`src/rtl/editor_campos_rtc.sv`:
```
`default_nettype none
// ============================================================================
// Module   : editor_campos_rtc
// Brief    : RTC field editor. It moves a cursor across the fields, steps
//            values with min/max wrap and hold-to-repeat, and pulses a commit
//            when an edit session ends.
// Revision : 1.0 - initial release
// ============================================================================
module editor_campos_rtc #(
    parameter int WIDTH       = 8,
    parameter int NFIELDS     = 7,
    parameter logic [NFIELDS*WIDTH-1:0] MIN_VALS =
        {8'd0, 8'd0, 8'd0, 8'd0, 8'd0, 8'd1, 8'd1},
    parameter logic [NFIELDS*WIDTH-1:0] MAX_VALS =
        {8'd59, 8'd23, 8'd59, 8'd23, 8'd99, 8'd12, 8'd31},
    parameter int HOLD_CYCLES = 50_000_000,
    parameter int RATE_CYCLES = 10_000_000,
    parameter int CW          = $clog2(NFIELDS)
) (
    input  logic                     clk,
    input  logic                     reset,
    input  logic                     edit_en,
    input  logic                     left,
    input  logic                     right,
    input  logic                     inc,
    input  logic                     dec,
    input  logic                     load,
    input  logic [NFIELDS*WIDTH-1:0] load_data,
    output logic [CW-1:0]            cursor,
    output logic [NFIELDS*WIDTH-1:0] fields,
    output logic                     editing,
    output logic                     dirty,
    output logic                     commit
);

    localparam int CNT_MAX = (HOLD_CYCLES > RATE_CYCLES) ? HOLD_CYCLES : RATE_CYCLES;
    localparam int CNTW    = $clog2(CNT_MAX + 1);

    localparam logic [CNTW-1:0] c_hold = CNTW'(HOLD_CYCLES);
    localparam logic [CNTW-1:0] c_rate = CNTW'(RATE_CYCLES);
    localparam logic [CNTW-1:0] c_one  = CNTW'(1);
    localparam logic [CW-1:0]   c_last = CW'(NFIELDS - 1);

    localparam logic [0:0] S_IDLE = 1'd0;
    localparam logic [0:0] S_EDIT = 1'd1;

    logic [0:0]               r_state;
    logic [0:0]               w_state_nxt;
    logic                     r_left, r_right, r_inc, r_dec;
    logic [NFIELDS*WIDTH-1:0] r_fields;
    logic [CW-1:0]            r_cursor;
    logic                     r_dirty;
    logic                     r_commit;
    logic                     r_rep_active;
    logic                     r_repeating;
    logic [CNTW-1:0]          r_rep_cnt;

    logic                     w_active;
    logic                     w_left_p, w_right_p, w_inc_p, w_dec_p;
    logic                     w_cur_any, w_single, w_rep_fire, w_step;
    logic [CNTW-1:0]          w_thr;
    logic [CW-1:0]            w_cur_nxt;
    int                       w_base;
    logic [WIDTH-1:0]         w_cur_val, w_min, w_max, w_new;
    logic                     w_oor;

    // ---------------- FSM: state register ----------------
    always_ff @(posedge clk) begin
        if (reset) r_state <= S_IDLE;
        else       r_state <= w_state_nxt;
    end

    // ---------------- FSM: next state ----------------
    always_comb begin
        w_state_nxt = r_state;
        case (r_state)
            S_IDLE:  if (edit_en)  w_state_nxt = S_EDIT;
            S_EDIT:  if (!edit_en) w_state_nxt = S_IDLE;
            default: w_state_nxt = S_IDLE;
        endcase
    end

    // ---------------- FSM: outputs ----------------
    always_comb begin
        editing = (r_state == S_EDIT);
        cursor  = r_cursor;
        fields  = r_fields;
        dirty   = r_dirty;
        commit  = r_commit;
    end

    // Button events only count while editing and not on the exit cycle.
    always_comb begin
        w_active   = (r_state == S_EDIT) && edit_en;
        w_left_p   = w_active & left  & ~r_left;
        w_right_p  = w_active & right & ~r_right;
        w_inc_p    = w_active & inc   & ~r_inc;
        w_dec_p    = w_active & dec   & ~r_dec;
        w_cur_any  = w_left_p | w_right_p;
        w_single   = inc ^ dec;
        w_thr      = r_repeating ? c_rate : c_hold;
        w_rep_fire = w_active & r_rep_active & w_single & ~w_inc_p & ~w_dec_p
                   & (r_rep_cnt == w_thr);
        w_step     = w_active & ~w_cur_any & w_single & (w_inc_p | w_dec_p | w_rep_fire);
    end

    // Cursor movement; simultaneous left+right leaves it in place.
    always_comb begin
        w_cur_nxt = r_cursor;
        if (w_left_p && !w_right_p)
            w_cur_nxt = (r_cursor == '0) ? c_last : r_cursor - 1'b1;
        else if (w_right_p && !w_left_p)
            w_cur_nxt = (r_cursor == c_last) ? '0 : r_cursor + 1'b1;
    end

    // Stepped value of the selected field; out-of-range loads snap to the bound.
    always_comb begin
        w_base    = int'(r_cursor) * WIDTH;
        w_cur_val = r_fields[w_base +: WIDTH];
        w_min     = MIN_VALS[w_base +: WIDTH];
        w_max     = MAX_VALS[w_base +: WIDTH];
        w_oor     = (w_cur_val < w_min) || (w_cur_val > w_max);
        if (inc)
            w_new = (w_oor || (w_cur_val == w_max)) ? w_min : w_cur_val + 1'b1;
        else
            w_new = (w_oor || (w_cur_val == w_min)) ? w_max : w_cur_val - 1'b1;
    end

    // ---------------- datapath ----------------
    always_ff @(posedge clk) begin
        if (reset) begin
            r_left       <= 1'b0;
            r_right      <= 1'b0;
            r_inc        <= 1'b0;
            r_dec        <= 1'b0;
            r_fields     <= MIN_VALS;
            r_cursor     <= '0;
            r_dirty      <= 1'b0;
            r_commit     <= 1'b0;
            r_rep_active <= 1'b0;
            r_repeating  <= 1'b0;
            r_rep_cnt    <= '0;
        end else begin
            r_left   <= left;
            r_right  <= right;
            r_inc    <= inc;
            r_dec    <= dec;
            r_commit <= 1'b0;

            case (r_state)
                S_IDLE: begin
                    if (load) r_fields <= load_data;
                    if (edit_en) begin
                        r_cursor <= '0;
                        r_dirty  <= 1'b0;
                    end
                end
                S_EDIT: begin
                    if (!edit_en) begin
                        r_commit <= r_dirty;
                        r_dirty  <= 1'b0;
                    end else begin
                        r_cursor <= w_cur_nxt;
                        if (w_step) begin
                            r_fields[w_base +: WIDTH] <= w_new;
                            r_dirty                   <= 1'b1;
                        end
                    end
                end
                default: ;
            endcase

            // Hold counter is armed only by a fresh inc/dec press.
            if (!w_active || w_cur_any || !w_single) begin
                r_rep_active <= 1'b0;
                r_repeating  <= 1'b0;
                r_rep_cnt    <= '0;
            end else if (w_inc_p || w_dec_p) begin
                r_rep_active <= 1'b1;
                r_repeating  <= 1'b0;
                r_rep_cnt    <= c_one;
            end else if (r_rep_active) begin
                if (r_rep_cnt == w_thr) begin
                    r_repeating <= 1'b1;
                    r_rep_cnt   <= c_one;
                end else begin
                    r_rep_cnt <= r_rep_cnt + 1'b1;
                end
            end
        end
    end

endmodule
`default_nettype wire

```
`config.mk`:
```
export PLATFORM = sky130hd
export DESIGN_NAME = editor_campos_rtc
export DESIGN_NICKNAME = d
export VERILOG_FILES = /design/src/rtl/editor_campos_rtc.sv
export SDC_FILE = /design/constraint.sdc
export NUM_CORES = 1
export LEC_CHECK = 0
export BUFFER_PORTS_ARGS = -buffer_cell sky130_fd_sc_hd__buf_2
export CAP_MARGIN = 20
export CORE_MARGIN = 2
export CORE_UTILIZATION = 35
export CTS_BUF_LIST = sky130_fd_sc_hd__clkbuf_4
export DETAILED_ROUTE_END_ITERATION = 10
export SYNTH_ARGS = -nofsm -noshare
export SYNTH_HDL_FRONTEND = slang
export SYNTH_SLANG_ARGS = --single-unit
```
`constraint.sdc`:
```
create_clock -name clk -period 5.5 [get_ports clk]
set_clock_uncertainty 0.15 [all_clocks]
set_input_delay 0.275 -clock clk [delete_from_list [all_inputs] [get_ports clk]]
set_output_delay 0.275 -clock clk [all_outputs]
set_load 0.01 [all_outputs]
```
==> impl_metrics.prom <==
# TYPE chip_impl_metric gauge
chip_impl_metric{name="wirelength_routed",unit="mm"} 19.17
chip_impl_metric{name="post-dp-hpwl",unit="mm"} 13.93
chip_impl_metric{name="floorplan.initialDensity",unit=""} 0.3566
chip_impl_metric{name="drt-wirelength-per-cell",unit="µm"} 18.12
chip_impl_metric{name="die_width",unit="µm"} 131.0
chip_impl_info{name="cts.root.buffer_cell",value="sky130_fd_sc_hd__clkbuf_4"} 1
chip_impl_metric{name="worstRegToRegCells",unit=""} 14
chip_impl_metric{name="htreeDepth",unit=""} 3
chip_impl_metric{name="routed-via-count",unit=""} 5845
chip_impl_info{name="synth_flop_cell",value="sky130_fd_sc_hd__dfxtp_1"} 1
chip_impl_metric{name="gp_routability_congestion",unit=""} 0.9232
chip_impl_metric{name="path_clk_slew",unit="ps"} 160
chip_impl_metric{name="layout-drive-gt1-share",unit=""} 0.2190
chip_impl_metric{name="final_worst_path_cycle_share",unit=""} 0.8364
chip_impl_metric{name="grt_first_pass_wirelength",unit="mm"} 28.62
chip_impl_metric{name="worstPathArrival",unit="ps"} 4830
chip_impl_metric{name="finalCoreUtilization",unit=""} 0.4561
chip_impl_metric{name="areaGrowthSynthToFinish",unit="%"} 27.91
chip_impl_metric{name="maxCapViolations",unit=""} 0
chip_impl_info{name="run_status",value="finished, final reports clean"} 1
chip_impl_metric{name="postSynthAreaPerCell",unit="µm²"} 8.449
chip_impl_info{name="tritoncts_clock_tree",value="done"} 1
chip_impl_metric{name="drt_pass1_iterations",unit=""} 5
chip_impl_metric{name="remaining_drc_errors",unit=""} 0
chip_impl_info{name="final_common_cell",value="sky130_fd_sc_hd__buf_2"} 1
chip_impl_metric{name="place_worst_setup_slack",unit="ps"} 1004
chip_impl_metric{name="min_delay_path_depth",unit=""} 3
chip_impl_metric{name="setup_slack",unit="ps"} 900.0
chip_impl_metric{name="drt-initial-drc-count",unit=""} 530
chip_impl_metric{name="grt_start_max_net_pins",unit=""} 36
chip_impl_metric{name="final.setup.tns",unit="ps"} 0
chip_impl_metric{name="hold_buffer_count_at_cts",unit=""} 59
chip_impl_metric{name="period_minus_slack",unit="ps"} 4600
chip_impl_metric{name="rows",unit=""} 46
chip_impl_metric{name="cts_setup_buffers",unit=""} 0
chip_impl_metric{name="synth_fp_nets",unit=""} 750
chip_impl_metric{name="stdcell_count",unit=""} 1058
chip_impl_metric{name="port-buffer-count",unit=""} 125
chip_impl_metric{name="track_usage",unit=""} 0.2188
chip_impl_metric{name="place.detailed.instances",unit=""} 982
chip_impl_metric{name="synth.lib_cells_used.distinct",unit=""} 68
chip_impl_metric{name="total_number_of_nets_in_the_final_design",unit=""} 918
chip_impl_metric{name="fp.dieH",unit="µm"} 131.0
chip_impl_metric{name="cts.sinks",unit=""} 94
chip_impl_metric{name="netlist_instances",unit=""} 668
chip_impl_metric{name="power_density_of_the_placed_cells",unit="nW/µm²"} 218.1
chip_impl_metric{name="post_drt_via_cell_ratio",unit=""} 5.525
chip_impl_metric{name="via_count_of_the_first_global_routing_pass",unit=""} 5199
chip_impl_metric{name="drt.antenna.violating_nets",unit=""} 0
chip_impl_metric{name="synth-seq-area-share",unit=""} 0.3334
chip_impl_metric{name="global_route.overflow_total",unit=""} 0
chip_impl_metric{name="asyncSetResetFlopFracSynth",unit=""} 0
chip_impl_metric{name="timing.max_slew.rel_slack",unit=""} 0.2657
chip_impl_metric{name="antenna_found_initial",unit=""} 2
chip_impl_metric{name="worst_ir_drop_vdd",unit="V"} 0.0001012
chip_impl_metric{name="max_slew.worst_pin.slew",unit="ps"} 1099
chip_impl_metric{name="synth_area",unit="µm²"} 5644
chip_impl_metric{name="synth.yosys.warnings",unit=""} 0
chip_impl_metric{name="die_outline_area",unit="µm²"} 17160
chip_impl_metric{name="core-area",unit="µm²"} 15830
chip_impl_metric{name="clockBufferDepth",unit=""} 2
chip_impl_metric{name="timing.final.hold_violations",unit=""} 0
chip_impl_metric{name="worst-path-max-fanout",unit=""} 14
chip_impl_info{name="setup_repair_after_global_routing_missed_its_margin",value="false"} 1
chip_impl_metric{name="cts_made_buffers",unit=""} 9
chip_impl_info{name="crit_type",value="reg2reg"} 1
chip_impl_metric{name="synth_enable_flop_cells",unit=""} 0
chip_impl_metric{name="setup_viol_count_final",unit=""} 0
chip_impl_metric{name="achievable-frequency",unit="MHz"} 217.4
chip_impl_info{name="setup.worst_path.start_class",value="flop"} 1
chip_impl_info{name="crit_path_end_kind",value="flop"} 1
chip_impl_metric{name="design.portCount",unit=""} 126
chip_impl_metric{name="yosys_register_bits",unit=""} 94
chip_impl_metric{name="cts_repair_resize_count",unit=""} 0
chip_impl_metric{name="cp.required",unit="ps"} 5730
chip_impl_metric{name="clk-insertion-delay-late",unit="ps"} 480
chip_impl_metric{name="static-leakage-power",unit="nW"} 2.749
chip_impl_info{name="hold_path_class",value="in2reg"} 1
chip_impl_metric{name="drv_slew",unit=""} 0
chip_impl_info{name="final_cell_mix",value="sky130_fd_sc_hd__buf_2 (125), sky130_fd_sc_hd__dfxtp_1 (94), sky130_fd_sc_hd__nor2_1 (68)"} 1
registers in the layout, summed over array words and instances (netlist names):
register	flops
r_inc	1
r_left	1
fields	56
r_rep_cnt	26
commit	1
r_repeating	1
r_rep_active	1
r_dec	1
cursor	3
r_right	1
dirty	1
editing	1
layout make-up:
cell class | count | area, µm²
tap | 216 | 270.3
clock inverter | 6 | 95.09
inverter | 28 | 105.1
antenna | 2 | 5.005
multi-input combinational | 507 | 3476
fill | 1530 | 8608
sequential | 94 | 1882
timing repair buffer | 196 | 1319
clock buffer | 9 | 67.56
stage by stage:
step | total power [mW] | cell area (µm²) | hold WS (ps)
3_3_place_gp | 1.111 | 6461 | 336.3
6_report | 1.575 | 7219 | 22.66
4_1_cts | 1.575 | 7214 | 0.09598
2_1_floorplan | 0.9742 | 5644 | 202.1
3_5_place_dp | 1.107 | 6461 | 336.2
5_1_grt | 1.647 | 7219 | 37.72
power by group:
group | internal, mW | total [mW] | switching [mW]
Sequential | 0.708 | 0.731 | 0.0230
Clock | 0.186 | 0.441 | 0.255
Combinational | 0.160 | 0.402 | 0.243
Total | 1.05 | 1.57 | 0.520
worst paths after layout:
path / start / endpoint / slack (ps)
max: cursor[1] / fields[44] / 900
min: load_data[0] / fields[0] / 20
max reg2reg: cursor[1] / fields[44] / 900
min reg2reg: fields[7] / fields[7] / 380
logic make-up (layout without fill, tap and decap cells):
group,after synthesis,in the layout,share of synthesized area
other,0,2,0
adder cells (fa/ha/maj),18,18,0.03990
buffers and inverters,67,239,0.05165
flip-flops,94,94,0.3334
XOR/XNOR,36,36,0.05586
multiplexers,33,33,0.06273
AND/OR/NAND/NOR,225,225,0.2084
AO/OA/AOI/OAI,195,195,0.2481
synth_stat cells (4+ instances only):
| library cell | instances | area [µm²] |
|---|---|---|
| sky130_fd_sc_hd__a211oi_1 | 7 | 52.55 |
| sky130_fd_sc_hd__a211oi_2 | 4 | 50.05 |
| sky130_fd_sc_hd__a21oi_1 | 21 | 105.1 |
| sky130_fd_sc_hd__a22oi_1 | 5 | 37.54 |
| sky130_fd_sc_hd__a31oi_1 | 16 | 100.1 |
| sky130_fd_sc_hd__a32oi_1 | 31 | 271.5 |
| sky130_fd_sc_hd__and2_1 | 9 | 56.30 |
| sky130_fd_sc_hd__and3_1 | 4 | 25.02 |
| sky130_fd_sc_hd__buf_2 | 5 | 25.02 |
| sky130_fd_sc_hd__buf_6 | 4 | 45.04 |
| sky130_fd_sc_hd__clkbuf_1 | 26 | 97.59 |
| sky130_fd_sc_hd__dfxtp_1 | 94 | 1882 |
| sky130_fd_sc_hd__ha_1 | 18 | 225.2 |
| sky130_fd_sc_hd__inv_1 | 28 | 105.1 |
| sky130_fd_sc_hd__mux2_2 | 4 | 45.04 |
| sky130_fd_sc_hd__mux2i_1 | 26 | 260.3 |
| sky130_fd_sc_hd__nand2_1 | 42 | 157.7 |
| sky130_fd_sc_hd__nand2b_1 | 4 | 25.02 |
| sky130_fd_sc_hd__nand3_1 | 12 | 60.06 |
| sky130_fd_sc_hd__nand4_1 | 17 | 106.4 |
| sky130_fd_sc_hd__nor2_1 | 68 | 255.2 |
| sky130_fd_sc_hd__nor2b_1 | 18 | 112.6 |
| sky130_fd_sc_hd__nor3_1 | 10 | 50.05 |
| sky130_fd_sc_hd__nor4_1 | 15 | 93.84 |
| sky130_fd_sc_hd__o211ai_1 | 5 | 37.54 |
| sky130_fd_sc_hd__o21a_1 | 4 | 30.03 |
| sky130_fd_sc_hd__o21ai_0 | 27 | 135.1 |
| sky130_fd_sc_hd__o21ai_1 | 17 | 85.08 |
| sky130_fd_sc_hd__o22ai_1 | 24 | 150.1 |
| sky130_fd_sc_hd__or2_2 | 5 | 31.28 |
| sky130_fd_sc_hd__or3_1 | 4 | 25.02 |
| sky130_fd_sc_hd__xnor2_1 | 17 | 148.9 |
| sky130_fd_sc_hd__xor2_1 | 19 | 166.4 |
critical path: stages (launching register included):
cell                       delay [ps]
sky130_fd_sc_hd__dfxtp_1          540
sky130_fd_sc_hd__buf_4            290
sky130_fd_sc_hd__mux2i_1          220
sky130_fd_sc_hd__o221ai_1         200
sky130_fd_sc_hd__nand2_1          240
sky130_fd_sc_hd__inv_1            110
sky130_fd_sc_hd__ha_1             290
sky130_fd_sc_hd__and3_1           200
sky130_fd_sc_hd__nand3_1          110
sky130_fd_sc_hd__nor3b_1           60
sky130_fd_sc_hd__a22oi_1          200
sky130_fd_sc_hd__a21boi_1         910
sky130_fd_sc_hd__nor4_2           160
sky130_fd_sc_hd__a211oi_4         640
sky130_fd_sc_hd__o22ai_1          180
per-layer routing:
metal | wire length [µm] | part of all wire | track usage
met5 | 0 | 0 | 0
met1 | 8823 | 0.46 | 0.3049
met2 | 8823 | 0.46 | 0.3347
met3 | 1189 | 0.062 | 0.05171
met4 | 334 | 0.017 | 0.06884
(Power assumes the default switching activity.)
